**config.mk**
```make
export PLATFORM = sky130hd
export DESIGN_NAME = cpu_core_p
export DESIGN_NICKNAME = d
export VERILOG_FILES = /design/src/rtl/cpu_core_pkg.sv /design/src/rtl/alu_p.sv /design/src/rtl/cpu_core_p.sv
export SDC_FILE = /design/constraint.sdc
export NUM_CORES = 1
export LEC_CHECK = 0
export CAP_MARGIN = 0
export CELL_PAD_IN_SITES_DETAIL_PLACEMENT = 0
export CELL_PAD_IN_SITES_GLOBAL_PLACEMENT = 1
export CORE_UTILIZATION = 45
export DETAILED_ROUTE_END_ITERATION = 10
export HOLD_SLACK_MARGIN = 0.03
export PLACE_DENSITY_LB_ADDON = 0.1
export SETUP_SLACK_MARGIN = 0.05
export SYNTH_ARGS = -nofsm -noshare
export SYNTH_HDL_FRONTEND = slang
export SYNTH_SLANG_ARGS = --single-unit
```
**constraint.sdc**
```tcl
create_clock -name clk_in -period 4.9 [get_ports clk_in]
set_input_delay 0.98 -clock clk_in [delete_from_list [all_inputs] [get_ports clk_in]]
set_output_delay 0.98 -clock clk_in [all_outputs]
set_load 0.1 [all_outputs]
```
**src/rtl/cpu_core_pkg.sv**
```systemverilog
// Shared types for the parametrised bus-multiplexed CPU core: opcodes, FSM states, flag indices.
package cpu_core_pkg;

    typedef enum logic [3:0] {
        OP_NOP = 4'h0,
        OP_LDI = 4'h1,
        OP_LD  = 4'h2,
        OP_ST  = 4'h3,
        OP_MOV = 4'h4,
        OP_ADD = 4'h5,
        OP_SUB = 4'h6,
        OP_AND = 4'h7,
        OP_OR  = 4'h8,
        OP_XOR = 4'h9,
        OP_JMP = 4'hA,
        OP_JZ  = 4'hB,
        OP_JC  = 4'hC,
        OP_HLT = 4'hF
    } opcode_t;

    // Encoding is exported unchanged on stage_no.
    typedef enum logic [2:0] {
        ST_FETCH  = 3'd0,
        ST_DECODE = 3'd1,
        ST_IMM_LO = 3'd2,
        ST_IMM_HI = 3'd3,
        ST_MEM    = 3'd4,
        ST_HALT   = 3'd5
    } state_t;

    localparam int unsigned FLAG_C = 0;
    localparam int unsigned FLAG_Z = 1;
    localparam int unsigned NFLAGS = 2;

endpackage

```
**src/rtl/alu_p.sv**
```systemverilog
// Combinational ALU: ADD/SUB report carry/borrow, logic ops clear carry; zero from result.
module alu_p
    import cpu_core_pkg::*;
#(
    parameter int unsigned DATA_W = 8
) (
    input  opcode_t           op,
    input  logic [DATA_W-1:0] a,
    input  logic [DATA_W-1:0] b,
    output logic [DATA_W-1:0] result,
    output logic              carry,
    output logic              zero
);

    logic [DATA_W:0] wide;

    // The extra top bit is the carry for ADD and the borrow for SUB; logic ops leave it 0.
    always_comb begin
        wide = '0;
        case (op)
            OP_ADD:  wide = {1'b0, a} + {1'b0, b};
            OP_SUB:  wide = {1'b0, a} - {1'b0, b};
            OP_AND:  wide = {1'b0, a & b};
            OP_OR:   wide = {1'b0, a | b};
            OP_XOR:  wide = {1'b0, a ^ b};
            default: wide = {1'b0, a};
        endcase
    end

    assign result = wide[DATA_W-1:0];
    assign carry  = wide[DATA_W];
    assign zero   = (wide[DATA_W-1:0] == '0);

endmodule

```
**src/rtl/cpu_core_p.sv**
```systemverilog
// Parametrised multi-cycle CPU core with register file, valid/ready memory port, halt/resume and illegal trap.
module cpu_core_p
    import cpu_core_pkg::*;
#(
    parameter int unsigned DATA_W   = 8,
    parameter int unsigned ADDR_W   = 16,
    parameter int unsigned NREGS    = 4,
    parameter int unsigned RESET_PC = 0
) (
    input  logic              clk_in,
    input  logic              reset_n_in,
    output logic              mem_req,
    output logic              mem_we,
    output logic [ADDR_W-1:0] mem_addr,
    output logic [DATA_W-1:0] mem_wdata,
    input  logic [DATA_W-1:0] mem_rdata,
    input  logic              mem_ready,
    input  logic              run,
    output logic              halted,
    output logic              illegal,
    output logic [2:0]        stage_no,
    output logic [ADDR_W-1:0] pc_out
);

    localparam int unsigned RW = $clog2(NREGS);

    state_t              state;
    logic [ADDR_W-1:0]   pc;
    logic [DATA_W-1:0]   ir;
    logic [DATA_W-1:0]   lo;
    logic [DATA_W-1:0]   regs [NREGS];
    logic [NFLAGS-1:0]   flags;

    opcode_t             op;
    logic [RW-1:0]       rd;
    logic [RW-1:0]       rs;
    logic [ADDR_W-1:0]   pc_inc;
    logic [2*DATA_W-1:0] op_addr_full;
    logic [ADDR_W-1:0]   op_addr;
    logic                jump_taken;
    logic                accept;
    logic [DATA_W-1:0]   alu_result;
    logic                alu_carry;
    logic                alu_zero;

    assign op           = opcode_t'(ir[DATA_W-1 -: 4]);
    assign rd           = ir[RW-1:0];
    assign rs           = ir[2*RW-1:RW];
    assign pc_inc       = pc + ADDR_W'(1);
    assign op_addr_full = {mem_rdata, lo};
    assign op_addr      = op_addr_full[ADDR_W-1:0];
    assign accept       = mem_req && mem_ready;
    assign jump_taken   = (op == OP_JMP)
                       || (op == OP_JZ && flags[FLAG_Z])
                       || (op == OP_JC && flags[FLAG_C]);

    assign stage_no = state;
    assign pc_out   = pc;

    alu_p #(.DATA_W(DATA_W)) u_alu (
        .op     (op),
        .a      (regs[rd]),
        .b      (regs[rs]),
        .result (alu_result),
        .carry  (alu_carry),
        .zero   (alu_zero)
    );

    // Bus outputs are registered: each transition that enters a requesting state
    // launches the request for that state, so back-to-back transfers need no idle cycle.
    always_ff @(posedge clk_in or negedge reset_n_in) begin
        if (!reset_n_in) begin
            state     <= ST_FETCH;
            pc        <= ADDR_W'(RESET_PC);
            ir        <= '0;
            lo        <= '0;
            regs      <= '{default: '0};
            flags     <= '0;
            mem_req   <= 1'b0;
            mem_we    <= 1'b0;
            mem_addr  <= '0;
            mem_wdata <= '0;
            halted    <= 1'b0;
            illegal   <= 1'b0;
        end else begin
            case (state)
                ST_FETCH: begin
                    if (!mem_req) begin
                        mem_req  <= 1'b1;
                        mem_we   <= 1'b0;
                        mem_addr <= pc;
                    end else if (mem_ready) begin
                        ir      <= mem_rdata;
                        pc      <= pc_inc;
                        mem_req <= 1'b0;
                        state   <= ST_DECODE;
                    end
                end

                ST_DECODE: begin
                    state    <= ST_FETCH;
                    mem_req  <= 1'b1;
                    mem_addr <= pc;
                    case (op)
                        OP_NOP: ;
                        OP_MOV: regs[rd] <= regs[rs];
                        OP_ADD, OP_SUB, OP_AND, OP_OR, OP_XOR: begin
                            regs[rd]      <= alu_result;
                            flags[FLAG_C] <= alu_carry;
                            flags[FLAG_Z] <= alu_zero;
                        end
                        OP_LDI, OP_LD, OP_ST, OP_JMP, OP_JZ, OP_JC: state <= ST_IMM_LO;
                        OP_HLT: begin
                            state   <= ST_HALT;
                            mem_req <= 1'b0;
                            halted  <= 1'b1;
                        end
                        default: begin
                            state   <= ST_HALT;
                            mem_req <= 1'b0;
                            halted  <= 1'b1;
                            illegal <= 1'b1;
                        end
                    endcase
                end

                ST_IMM_LO: begin
                    if (accept) begin
                        pc       <= pc_inc;
                        mem_addr <= pc_inc;
                        if (op == OP_LDI) begin
                            regs[rd] <= mem_rdata;
                            state    <= ST_FETCH;
                        end else begin
                            lo    <= mem_rdata;
                            state <= ST_IMM_HI;
                        end
                    end
                end

                ST_IMM_HI: begin
                    if (accept) begin
                        pc       <= pc_inc;
                        mem_addr <= pc_inc;
                        state    <= ST_FETCH;
                        if (op == OP_LD || op == OP_ST) begin
                            state     <= ST_MEM;
                            mem_addr  <= op_addr;
                            mem_we    <= (op == OP_ST);
                            mem_wdata <= regs[rd];
                        end else if (jump_taken) begin
                            pc       <= op_addr;
                            mem_addr <= op_addr;
                        end
                    end
                end

                ST_MEM: begin
                    if (accept) begin
                        if (op == OP_LD) begin
                            regs[rd] <= mem_rdata;
                        end
                        mem_we   <= 1'b0;
                        mem_addr <= pc;
                        state    <= ST_FETCH;
                    end
                end

                ST_HALT: begin
                    if (run) begin
                        halted   <= 1'b0;
                        illegal  <= 1'b0;
                        mem_req  <= 1'b1;
                        mem_addr <= pc;
                        state    <= ST_FETCH;
                    end
                end

                default: begin
                    state   <= ST_FETCH;
                    mem_req <= 1'b0;
                    mem_we  <= 1'b0;
                end
            endcase
        end
    end

endmodule

```
==> out/qor.yml, run 1 <==
run_status:
  status: "finished, final reports clean"
pwr:
  maximum_ir_drop_on_the_vdd_rail_uv: 310
  power.static_leakage_uw: 0.00321
  power.density_cell_area_nw_per_um2: 210
logic_synthesis:
  yosys.area_share.simple_pct: 16.2
  synth_xor_area_share_pct: 2.61
  synth-compound-area-share_pct: 18.2
  asyncSetResetFlopFracSynth_pct: 100
  synth.avg_cell_area_um2: 9.48
  syn-num-nets: 747
  mappedNetlistArea_um2: 6710
  dominant_combinational_cell_family_by_area_after_synthesis: "compound AO/OA/AOI/OAI gates"
  synth.mux.area_fraction_pct: 16.8
  ys_warn_count: 0
  syn_inst: 708
  synth-edff-count: 0
  synth_ff_type: "sky130_fd_sc_hd__dfrtp_1"
  synth.yosys.seq_area_share_pct: 36.2
  post_synth_fa_ha_maj_area_fraction_pct: 5.14
  ys_ff_latch: 97
  netlist_cell_types: 71
drt:
  wirelength_per_cell_um: 21.2
  finalWirelength_um: 19800
  drt_pre_antenna_iters: 5
  drt_iter0_markers: 509
  remaining_antenna_violation_count_after_routing: 0
  via_count: 5723
  remaining_drc_errors: 0
  avgViaCountPerCell: 6.13
grt:
  global_route.usage.total_pct: 27.1
  grt_pass1_vias: 5307
  grt_start_max_net_pins: 60
  grt_first_pass_wirelength_um: 30600
  gr-total-overflow: 0
  grt_antenna_before_repair: 0
layout:
  antenna-diode-count: 0
  most_common_library_cell_in_the_layout_ignoring_fill_and_taps: "sky130_fd_sc_hd__dfrtp_1"
  layout-drive-gt1-share_pct: 13.2
  ff_latch_area_um2: 2430
  mostFrequentLayoutCells: "97 x sky130_fd_sc_hd__dfrtp_1, 65 x sky130_fd_sc_hd__nand2_1, 57 x sky130_fd_sc_hd__clkdlybuf4s50_1, 55 x sky130_fd_sc_hd__a21oi_1, 54 x sky130_fd_sc_hd__nor2_1"
  layout.nets: 783
  layout.filler_cells: 1295
  area_delta_synth_final_pct: 15.1
  post_layout_nonfiller_instances: 933
  finish.utilization_pct: 53.2
  multiInputGateArea_um2: 3970
worst_setup_path:
  end_kind: "register"
  critPathRequiredTime_ns: 5.20
  critPathBufInv: 0
  crit_path_max_fanout: 9
  start_kind: "register"
  critical_path.reg2reg.startpoint: "ir[2]$_DFFE_PN0P_"
  crit_path_slowest_cell: "sky130_fd_sc_hd__dfrtp_1"
  timing.critical_path.max_delay_family: "compound AO/OA/AOI/OAI gates"
  worstSetupPathType: "register to register"
  crit_chain: "mux4_2 > o31ai_1 > nand2_1 > xnor2_1 > ha_1 > and3_1 > a221oi_1 > xnor2_1 > o21ai_0 > o21ai_0 > o21ai_1 > mux2_1"
  critical_path.startpoint: "ir[2]$_DFFE_PN0P_"
  arrival_time_of_the_worst_setup_path_ns: 4.55
  worst_path_largest_cell_delay_ns: 0.68
sta:
  fmax_mhz: 236
  finalMaxSlewViolations: 0
  rsz_0062_raised_after_global_routing: "false"
  max-slew-margin-rel_pct: 23.9
  worst_slack_ns: 0.655
  max_slew.worst_pin.slew_ns: 1.13
  setup_viol: 0
  finalSetupTns_ns: 0
  fin_crit_ns: 4.25
  fin_skew_ns: 0.00864
  final.period_utilization_pct: 86.6
  number_of_hold_violations_in_the_final_report: 0
  fin_worst_hold_slack_ns: 0.501
clocking:
  postCtsSetupRepairBufs: 0
  cts_max_level: 3
  worstSkewPairLatency_ns: 0.36
  clock_path_buffers: 2
  clock-root-buffer: "sky130_fd_sc_hd__clkbuf_16"
  cts.repair.resized: 0
  clk_transition_reported_paths_ns: 0.08
  clock_sinks: 97
  cts_tree: "yes"
  cts_buffers: 9
  hold_buffers: 0
floorplan:
  design.die.area_um2: 15400
  fp.coreArea_um2: 14500
  top_level_pins: 59
  floorplan.initialDensity_pct: 46.2
  num_rows: 44
  die_y_um: 124
  die-width_um: 124
place:
  globalplace.congestion: 0.908
  io_buffer_count: 58
  pre_cts_slack_ns: 0.777
  hpwlAfterDp_um: 14100
  numPlacedInstances: 917
worst_hold_path:
  worst_hold_path_type: "register to register"
  startpoint_of_the_most_critical_hold_path: "halted$_DFFE_PN0P_"
run:
  max_cap_violations: 0
[state kept, by name (all words and copies together), names as in the netlist]
name	cells
mem_we	1
regs	32
stage_no	3
ir	8
flags	2
mem_wdata	8
pc_out	16
mem_addr	16
illegal	1
lo	8
halted	1
mem_req	1
[layer usage]
layer	track usage, %	routed length [um]	part of all wire, %
met1	41.3	9710	49
met2	39.0	8700	44
met3	5.13	1200	6.1
met4	6.62	200	1.0
met5	0	0	0
[worst reg2reg max path, stage by stage, from the launching register on]
cell	delay, ns
sky130_fd_sc_hd__dfrtp_1	0.68
sky130_fd_sc_hd__mux4_2	0.67
sky130_fd_sc_hd__o31ai_1	0.49
sky130_fd_sc_hd__nand2_1	0.13
sky130_fd_sc_hd__xnor2_1	0.16
sky130_fd_sc_hd__ha_1	0.36
sky130_fd_sc_hd__and3_1	0.17
sky130_fd_sc_hd__a221oi_1	0.39
sky130_fd_sc_hd__xnor2_1	0.12
sky130_fd_sc_hd__o21ai_0	0.28
sky130_fd_sc_hd__o21ai_0	0.23
sky130_fd_sc_hd__o21ai_1	0.34
sky130_fd_sc_hd__mux2_1	0.19
[cell families after synthesis]
kind of cell / after synthesis
AOI/OAI and AO/OA: 195
and+or+nand+nor: 210
xor gates and xnor gates: 20
adders and majority gates: 27
DFF: 97
muxes: 85
buffers and inverters: 74
[metrics by stage]
step	power, uW	cell area [um2]
after global placement	858	7410
final	1620	7730
after floorplan	822	6710
after global routing	1670	7730
after detailed placement	859	7410
after CTS	1630	7730
[path summary, 6_finish.rpt]
check                                            end  slack (ns)  cells past startpoint
worst max-delay path            regs[14]$_DFFE_PN0P_        0.65                     12
worst min-delay path              halted$_DFFE_PN0P_        0.50                      2
worst max register to register  regs[14]$_DFFE_PN0P_        0.65                     12
worst min register to register    halted$_DFFE_PN0P_        0.50                      2
max in group asynchronous          ir[0]$_DFFE_PN0P_        3.13                      2
min in group asynchronous       flags[1]$_DFFE_PN0P_        0.69                      1
[layout make-up]
| type | instances | share of cell area, % |
|---|---|---|
| Sequential cell | 97 | 31.4 |
| Clock inverter | 7 | 1.17 |
| Clock buffer | 9 | 2.91 |
| Tap cell | 184 | 2.98 |
| Timing Repair Buffer | 71 | 8.74 |
| Inverter | 28 | 1.36 |
| Multi-Input combinational cell | 537 | 51.4 |
[cell usage after synthesis (6+ instances only)]
library cell / instances / area [um2]
sky130_fd_sc_hd__o21ai_1: 6 / 30.0
sky130_fd_sc_hd__clkbuf_1: 22 / 82.6
sky130_fd_sc_hd__dfrtp_1: 97 / 2430
sky130_fd_sc_hd__ha_1: 26 / 325
sky130_fd_sc_hd__buf_2: 17 / 85.1
sky130_fd_sc_hd__mux2i_1: 7 / 70.1
sky130_fd_sc_hd__mux4_2: 16 / 360
sky130_fd_sc_hd__nand2b_1: 7 / 43.8
sky130_fd_sc_hd__nor2b_1: 8 / 50.1
sky130_fd_sc_hd__a211oi_1: 7 / 52.6
sky130_fd_sc_hd__nor3_1: 9 / 45.0
sky130_fd_sc_hd__and3_1: 6 / 37.5
sky130_fd_sc_hd__nand4_1: 6 / 37.5
sky130_fd_sc_hd__inv_1: 25 / 93.8
sky130_fd_sc_hd__o21ai_0: 47 / 235
sky130_fd_sc_hd__nand3_1: 23 / 115
sky130_fd_sc_hd__o22ai_1: 11 / 68.8
sky130_fd_sc_hd__nor2_1: 54 / 203
sky130_fd_sc_hd__nand2_1: 65 / 244
sky130_fd_sc_hd__mux2_2: 30 / 338
sky130_fd_sc_hd__xnor2_1: 15 / 131
sky130_fd_sc_hd__mux2_1: 32 / 360
sky130_fd_sc_hd__a31oi_1: 13 / 81.3
sky130_fd_sc_hd__a21oi_1: 55 / 275
sky130_fd_sc_hd__o31ai_1: 6 / 45.0
[power by group]
| part | switching [uW] | internal (uW) |
|---|---|---|
| clock network | 365 | 413 |
| logic | 31.5 | 10.8 |
| registers | 0 | 800 |
No activity file was read; power rests on OpenSTA's default activity.
==> inputs of run 2 (changes only) <==
CORE_MARGIN = 3   (was unset)
CTS_CLUSTER_SIZE = 40   (was unset)
==> out/qor.yml, run 2 (synthesis gave the netlist of run 1 again) <==
place:
  numPlacedInstances: 916
  hpwlAfterDp_um: 14000
  io_buffer_count: 58
  pre_cts_slack_ns: 0.886
  globalplace.congestion: 0.871
grt:
  grt_use_met2_pct: 36.4
  grt_start_max_net_pins: 56
  gr-total-overflow: 0
  grt_antenna_before_repair: 0
  global_route.usage.total_pct: 24.6
  grt.met1_usage_pct: 37.5
  grt_first_pass_wirelength_um: 31200
  gr-usage-met3_pct: 4.71
  grt-busiest-layer: "met1"
  grt_pass1_vias: 5451
worst_setup_path:
  reg2reg_setup_slack_ns: 0.81
  worstSetupPathType: "register to register"
  crit_path_slowest_cell: "sky130_fd_sc_hd__dfrtp_1"
  worstSetupPathDepth: 14
  number_of_cells_traversed_by_the_worst_register_to_register_path: 14
  crit_chain: "mux4_2 > inv_1 > ha_1 > inv_1 > o41ai_2 > xnor2_1 > ha_1 > a21oi_1 > o32a_1 > o21ai_1 > nor3_1 > buf_4 > o41ai_1 > mux2_1"
  timing.critical_path.max_delay_family: "compound AO/OA/AOI/OAI gates"
  crit_path_max_fanout: 9
  arrival_time_of_the_worst_setup_path_ns: 4.34
  critical_path.reg2reg.startpoint: "ir[2]$_DFFE_PN0P_"
  start_kind: "register"
  end_kind: "register"
  critPathBufInv: 3
  worst_path_largest_cell_delay_ns: 0.68
  critPathRequiredTime_ns: 5.14
  reg2reg_to: "regs[31]$_DFFE_PN0P_"
clocking:
  cts_tree: "yes"
  hold_buffers: 0
  cts_max_level: 3
  worstSkewPairLatency_ns: 0.36
  cts_buffers: 9
  clock_sinks: 97
  clock-root-buffer: "sky130_fd_sc_hd__clkbuf_16"
  clock_path_buffers: 2
  clk_transition_reported_paths_ns: 0.08
  postCtsSetupRepairBufs: 0
  cts.repair.resized: 0
floorplan:
  die-width_um: 128
  floorplan.initialDensity_pct: 46.0
  num_rows: 44
  die_y_um: 128
  fp.coreArea_um2: 14600
  top_level_pins: 59
  design.die.area_um2: 16400
sta:
  finalMaxSlewViolations: 0
  max-slew-margin-rel_pct: 16.7
  fin_crit_ns: 4.09
  setup_viol: 0
  rsz_0062_raised_after_global_routing: "false"
  final.period_utilization_pct: 83.5
  worst_slack_ns: 0.807
  fin_skew_ns: 0.0101
  fmax_mhz: 244
  number_of_hold_violations_in_the_final_report: 0
  max_slew.worst_pin.slew_ns: 1.24
  finalSetupTns_ns: 0
layout:
  layout-drive-gt1-share_pct: 13.1
  finish.utilization_pct: 52.9
  registers.top_by_ff_count: "regs"
  area_delta_synth_final_pct: 14.9
  largest_register_ffs: 32
  layout.nets: 782
  mostFrequentLayoutCells: "97 x sky130_fd_sc_hd__dfrtp_1, 65 x sky130_fd_sc_hd__nand2_1, 57 x sky130_fd_sc_hd__clkdlybuf4s50_1, 55 x sky130_fd_sc_hd__a21oi_1, 54 x sky130_fd_sc_hd__nor2_1"
  antenna-diode-count: 0
  most_common_library_cell_in_the_layout_ignoring_fill_and_taps: "sky130_fd_sc_hd__dfrtp_1"
  post_layout_nonfiller_instances: 932
drt:
  drt_pre_antenna_iters: 4
  avgViaCountPerCell: 6.08
  remaining_antenna_violation_count_after_routing: 0
  via_count: 5667
  finalWirelength_um: 19600
  drt_iter0_markers: 520
  wirelength_per_cell_um: 21.1
  remaining_drc_errors: 0
worst_hold_path:
  worst_hold_path_type: "register to register"
  cells_on_worst_hold_path: 2
  timing.hold.worst_endpoint: "halted$_DFFE_PN0P_"
  startpoint_of_the_most_critical_hold_path: "halted$_DFFE_PN0P_"
pwr:
  power.static_leakage_uw: 0.00320
  maximum_ir_drop_on_the_vdd_rail_uv: 187
  design_power_total_uw: 1610
  power.density_cell_area_nw_per_um2: 208
run_status:
  status: "finished, final reports clean"
run:
  max_cap_violations: 0
==> run 2: per-layer routing <==
layer / up-vias / share of wire [%] / wire length (um)
met2: 153 / 44 / 8710
met5: - / 0 / 0
met1: 2821 / 49 / 9600
met3: 14 / 5.8 / 1130
li1: 2679 / - / -
met4: 0 / 0.89 / 174
==> run 2: how the worst max path moves through the flow <==
stage	endpoint	start
5_1_grt	regs[7]$_DFFE_PN0P_	ir[2]$_DFFE_PN0P_
3_5_place_dp	regs[31]$_DFFE_PN0P_	ir[2]$_DFFE_PN0P_
2_1_floorplan	regs[15]$_DFFE_PN0P_	ir[2]$_DFFE_PN0P_
4_1_cts	regs[31]$_DFFE_PN0P_	ir[2]$_DFFE_PN0P_
3_3_place_gp	regs[23]$_DFFE_PN0P_	ir[2]$_DFFE_PN0P_
6_report	regs[31]$_DFFE_PN0P_	ir[2]$_DFFE_PN0P_
==> run 2: area by class of cell <==
class	count	area [um2]
Clock inverter	7	83.8
Sequential cell	97	2430
Fill cell	1324	6880
Tap cell	184	230
Multi-Input combinational cell	537	3970
Clock buffer	9	225
Timing Repair Buffer	70	668
Inverter	28	105
==> run 2: power breakdown <==
group,leakage (uW),internal [uW],switching [uW]
clock network,0.000149,407,358
registers,0.00134,800,0
logic,0.00171,10.8,30.4
total,0.00320,1220,388
==> run 2: worst register-to-register path, delay by kind of cell, from the launching register on <==
kind / cells / cell delay [ns]
AO/OA/AOI/OAI: 5 / 1.10
multiplexers: 2 / 0.98
flip-flops: 1 / 0.68
adder cells (fa/ha/maj): 2 / 0.54
buffers and inverters: 3 / 0.37
AND/OR/NAND/NOR: 1 / 0.17
XOR/XNOR: 1 / 0.13
==> run 2: metrics by stage <==
stage / hold slack, ns / area [um2]
floorplan: 0.440 / 6710
global placement: 0.480 / 7400
detailed placement: 0.489 / 7400
CTS: 0.509 / 7710
global route: 0.520 / 7710
finish: 0.507 / 7710
==> inputs of run 3 (changes only) <==
CORE_UTILIZATION = 41   (was 45)
clock period = 3.7 ns   (was 4.9 ns; I/O delays follow)
==> out/qor.yml, run 3 (synthesis gave the netlist of run 1 again) <==
sta:
  fmax_mhz: 288
  final.period_utilization_pct: 94.0
  rsz_0062_raised_after_global_routing: "false"
  fin_skew_ns: 0.0107
  number_of_hold_violations_in_the_final_report: 0
  finalSetupTns_ns: 0
  max_slew.worst_pin.slew_ns: 0.993
  fin_worst_hold_slack_ns: 0.424
  setup_viol: 0
  finalMaxSlewViolations: 0
  max-slew-margin-rel_pct: 33.6
  fin_crit_ns: 3.48
clocking:
  clock_sinks: 97
  cts_tree: "yes"
  clock_path_buffers: 2
  hold_buffers: 0
  clk_transition_reported_paths_ns: 0.07
  clock-root-buffer: "sky130_fd_sc_hd__clkbuf_16"
  cts_buffers: 9
  worstSkewPairLatency_ns: 0.35
  cts_max_level: 3
layout:
  largest_register_ffs: 32
  most_common_library_cell_in_the_layout_ignoring_fill_and_taps: "sky130_fd_sc_hd__dfrtp_1"
  antenna-diode-count: 0
  layout-drive-gt1-share_pct: 18.0
  layout.filler_cells: 1499
  layout.nets: 806
  area_delta_synth_final_pct: 19.1
  mostFrequentLayoutCells: "96 x sky130_fd_sc_hd__dfrtp_1, 65 x sky130_fd_sc_hd__nand2_1, 54 x sky130_fd_sc_hd__nor2_1, 54 x sky130_fd_sc_hd__a21oi_1, 51 x sky130_fd_sc_hd__clkdlybuf4s50_1"
  registers.top_by_ff_count: "regs"
floorplan:
  die_y_um: 134
  die-width_um: 134
  fp.coreArea_um2: 15900
  num_rows: 46
  top_level_pins: 59
  floorplan.initialDensity_pct: 42.1
  design.die.area_um2: 17900
pwr:
  power.static_leakage_uw: 0.00335
  power.density_cell_area_nw_per_um2: 262
  maximum_ir_drop_on_the_vdd_rail_uv: 208
drt:
  finalWirelength_um: 19800
  wirelength_per_cell_um: 20.0
  drt_iter0_markers: 483
  drt_pre_antenna_iters: 5
  avgViaCountPerCell: 5.80
  remaining_drc_errors: 0
  via_count: 5730
  remaining_antenna_violation_count_after_routing: 0
run_status:
  status: "finished, final reports clean"
place:
  globalplace.congestion: 0.895
  io_buffer_count: 58
  hpwlAfterDp_um: 14600
run:
  max_cap_violations: 0
worst_setup_path:
  start_kind: "register"
  arrival_time_of_the_worst_setup_path_ns: 3.71
  reg2reg_setup_slack_ns: 0.22
  critical_path.reg2reg.startpoint: "ir[2]$_DFFE_PN0P_"
  worstSetupPathType: "register to register"
  number_of_cells_traversed_by_the_worst_register_to_register_path: 13
  critPathRequiredTime_ns: 3.93
  crit_path_max_fanout: 6
  reg2reg_to: "regs[31]$_DFFE_PN0P_"
  end_kind: "register"
grt:
  grt_pass1_vias: 5459
  grt_start_max_net_pins: 54
  gr-total-overflow: 0
  global_route.usage.total_pct: 22.2
  grt_antenna_before_repair: 0
  grt_first_pass_wirelength_um: 31400
worst_hold_path:
  worst_hold_path_type: "input pin to asynchronous set/reset pin"
[run 3: critical path: stages, from the launching register on]
cell and delay [ns]:
sky130_fd_sc_hd__dfrtp_2 0.45, sky130_fd_sc_hd__buf_4 0.15, sky130_fd_sc_hd__buf_4 0.13, sky130_fd_sc_hd__mux4_2 0.62, sky130_fd_sc_hd__o41ai_4 0.42, sky130_fd_sc_hd__xnor2_1 0.12
sky130_fd_sc_hd__ha_1 0.34, sky130_fd_sc_hd__a21oi_2 0.16, sky130_fd_sc_hd__o32a_1 0.15, sky130_fd_sc_hd__o21ai_1 0.08, sky130_fd_sc_hd__nor3_1 0.16, sky130_fd_sc_hd__buf_4 0.19
sky130_fd_sc_hd__o41ai_2 0.08, sky130_fd_sc_hd__mux2_1 0.30
[run 3: through the flow]
stage	power [uW]	area [um2]	worst slack [ns]	cells	utilization (%)
2_1_floorplan	1090	6710	0.252	708	-
3_3_place_gp	1140	7590	0.00951	968	47.6
3_5_place_dp	1140	7590	0.00779	968	47.6
4_1_cts	2120	7910	0.0822	984	49.6
5_1_grt	2170	8000	0.0533	988	50.2
6_report	2100	8000	0.223	988	50.2
[run 3: repair_timing]
item	CTS	global route
resized for setup	3	16
endpoints found under the setup margin	11	23
pin swaps	0	5
setup buffers	0	4
[run 3: cell type report]
class	count	area (um2)	area share (%)
inverter	28	108	1.35
sequential	97	2430	30.4
multi-input combinational	537	4050	50.6
timing repair buffer	94	846	10.6
clock inverter	4	51.3	0.641
tap	216	270	3.38
clock buffer	12	246	3.08
[run 3: power by group]
part / internal [uW] / switching [uW] / total, uW
combinational: 16.8 / 41.3 / 58.1
clock: 546 / 432 / 978
sequential: 1060 / 0 / 1060
total: 1620 / 473 / 2100
[run 3: layer usage]
layer / global-route usage, % / wire length, um
met5: 0 / 0
met4: 5.14 / 217
met3: 3.53 / 922
met2: 32.7 / 8810
met1: 34.3 / 9820
[run 3: how the worst max path moves through the flow]
stage                 startpoint                    to  slack, ns  cells after the start
2_1_floorplan  ir[2]$_DFFE_PN0P_  regs[15]$_DFFE_PN0P_       0.25                     14
3_3_place_gp   ir[2]$_DFFE_PN0P_   regs[4]$_DFFE_PN0P_       0.01                     12
3_5_place_dp   ir[2]$_DFFE_PN0P_  regs[15]$_DFFE_PN0P_      0.008                     14
4_1_cts        ir[2]$_DFFE_PN0P_  regs[30]$_DFFE_PN0P_       0.08                     13
5_1_grt        ir[2]$_DFFE_PN0P_  regs[31]$_DFFE_PN0P_       0.05                     13
6_report       ir[2]$_DFFE_PN0P_  regs[31]$_DFFE_PN0P_       0.22                     13
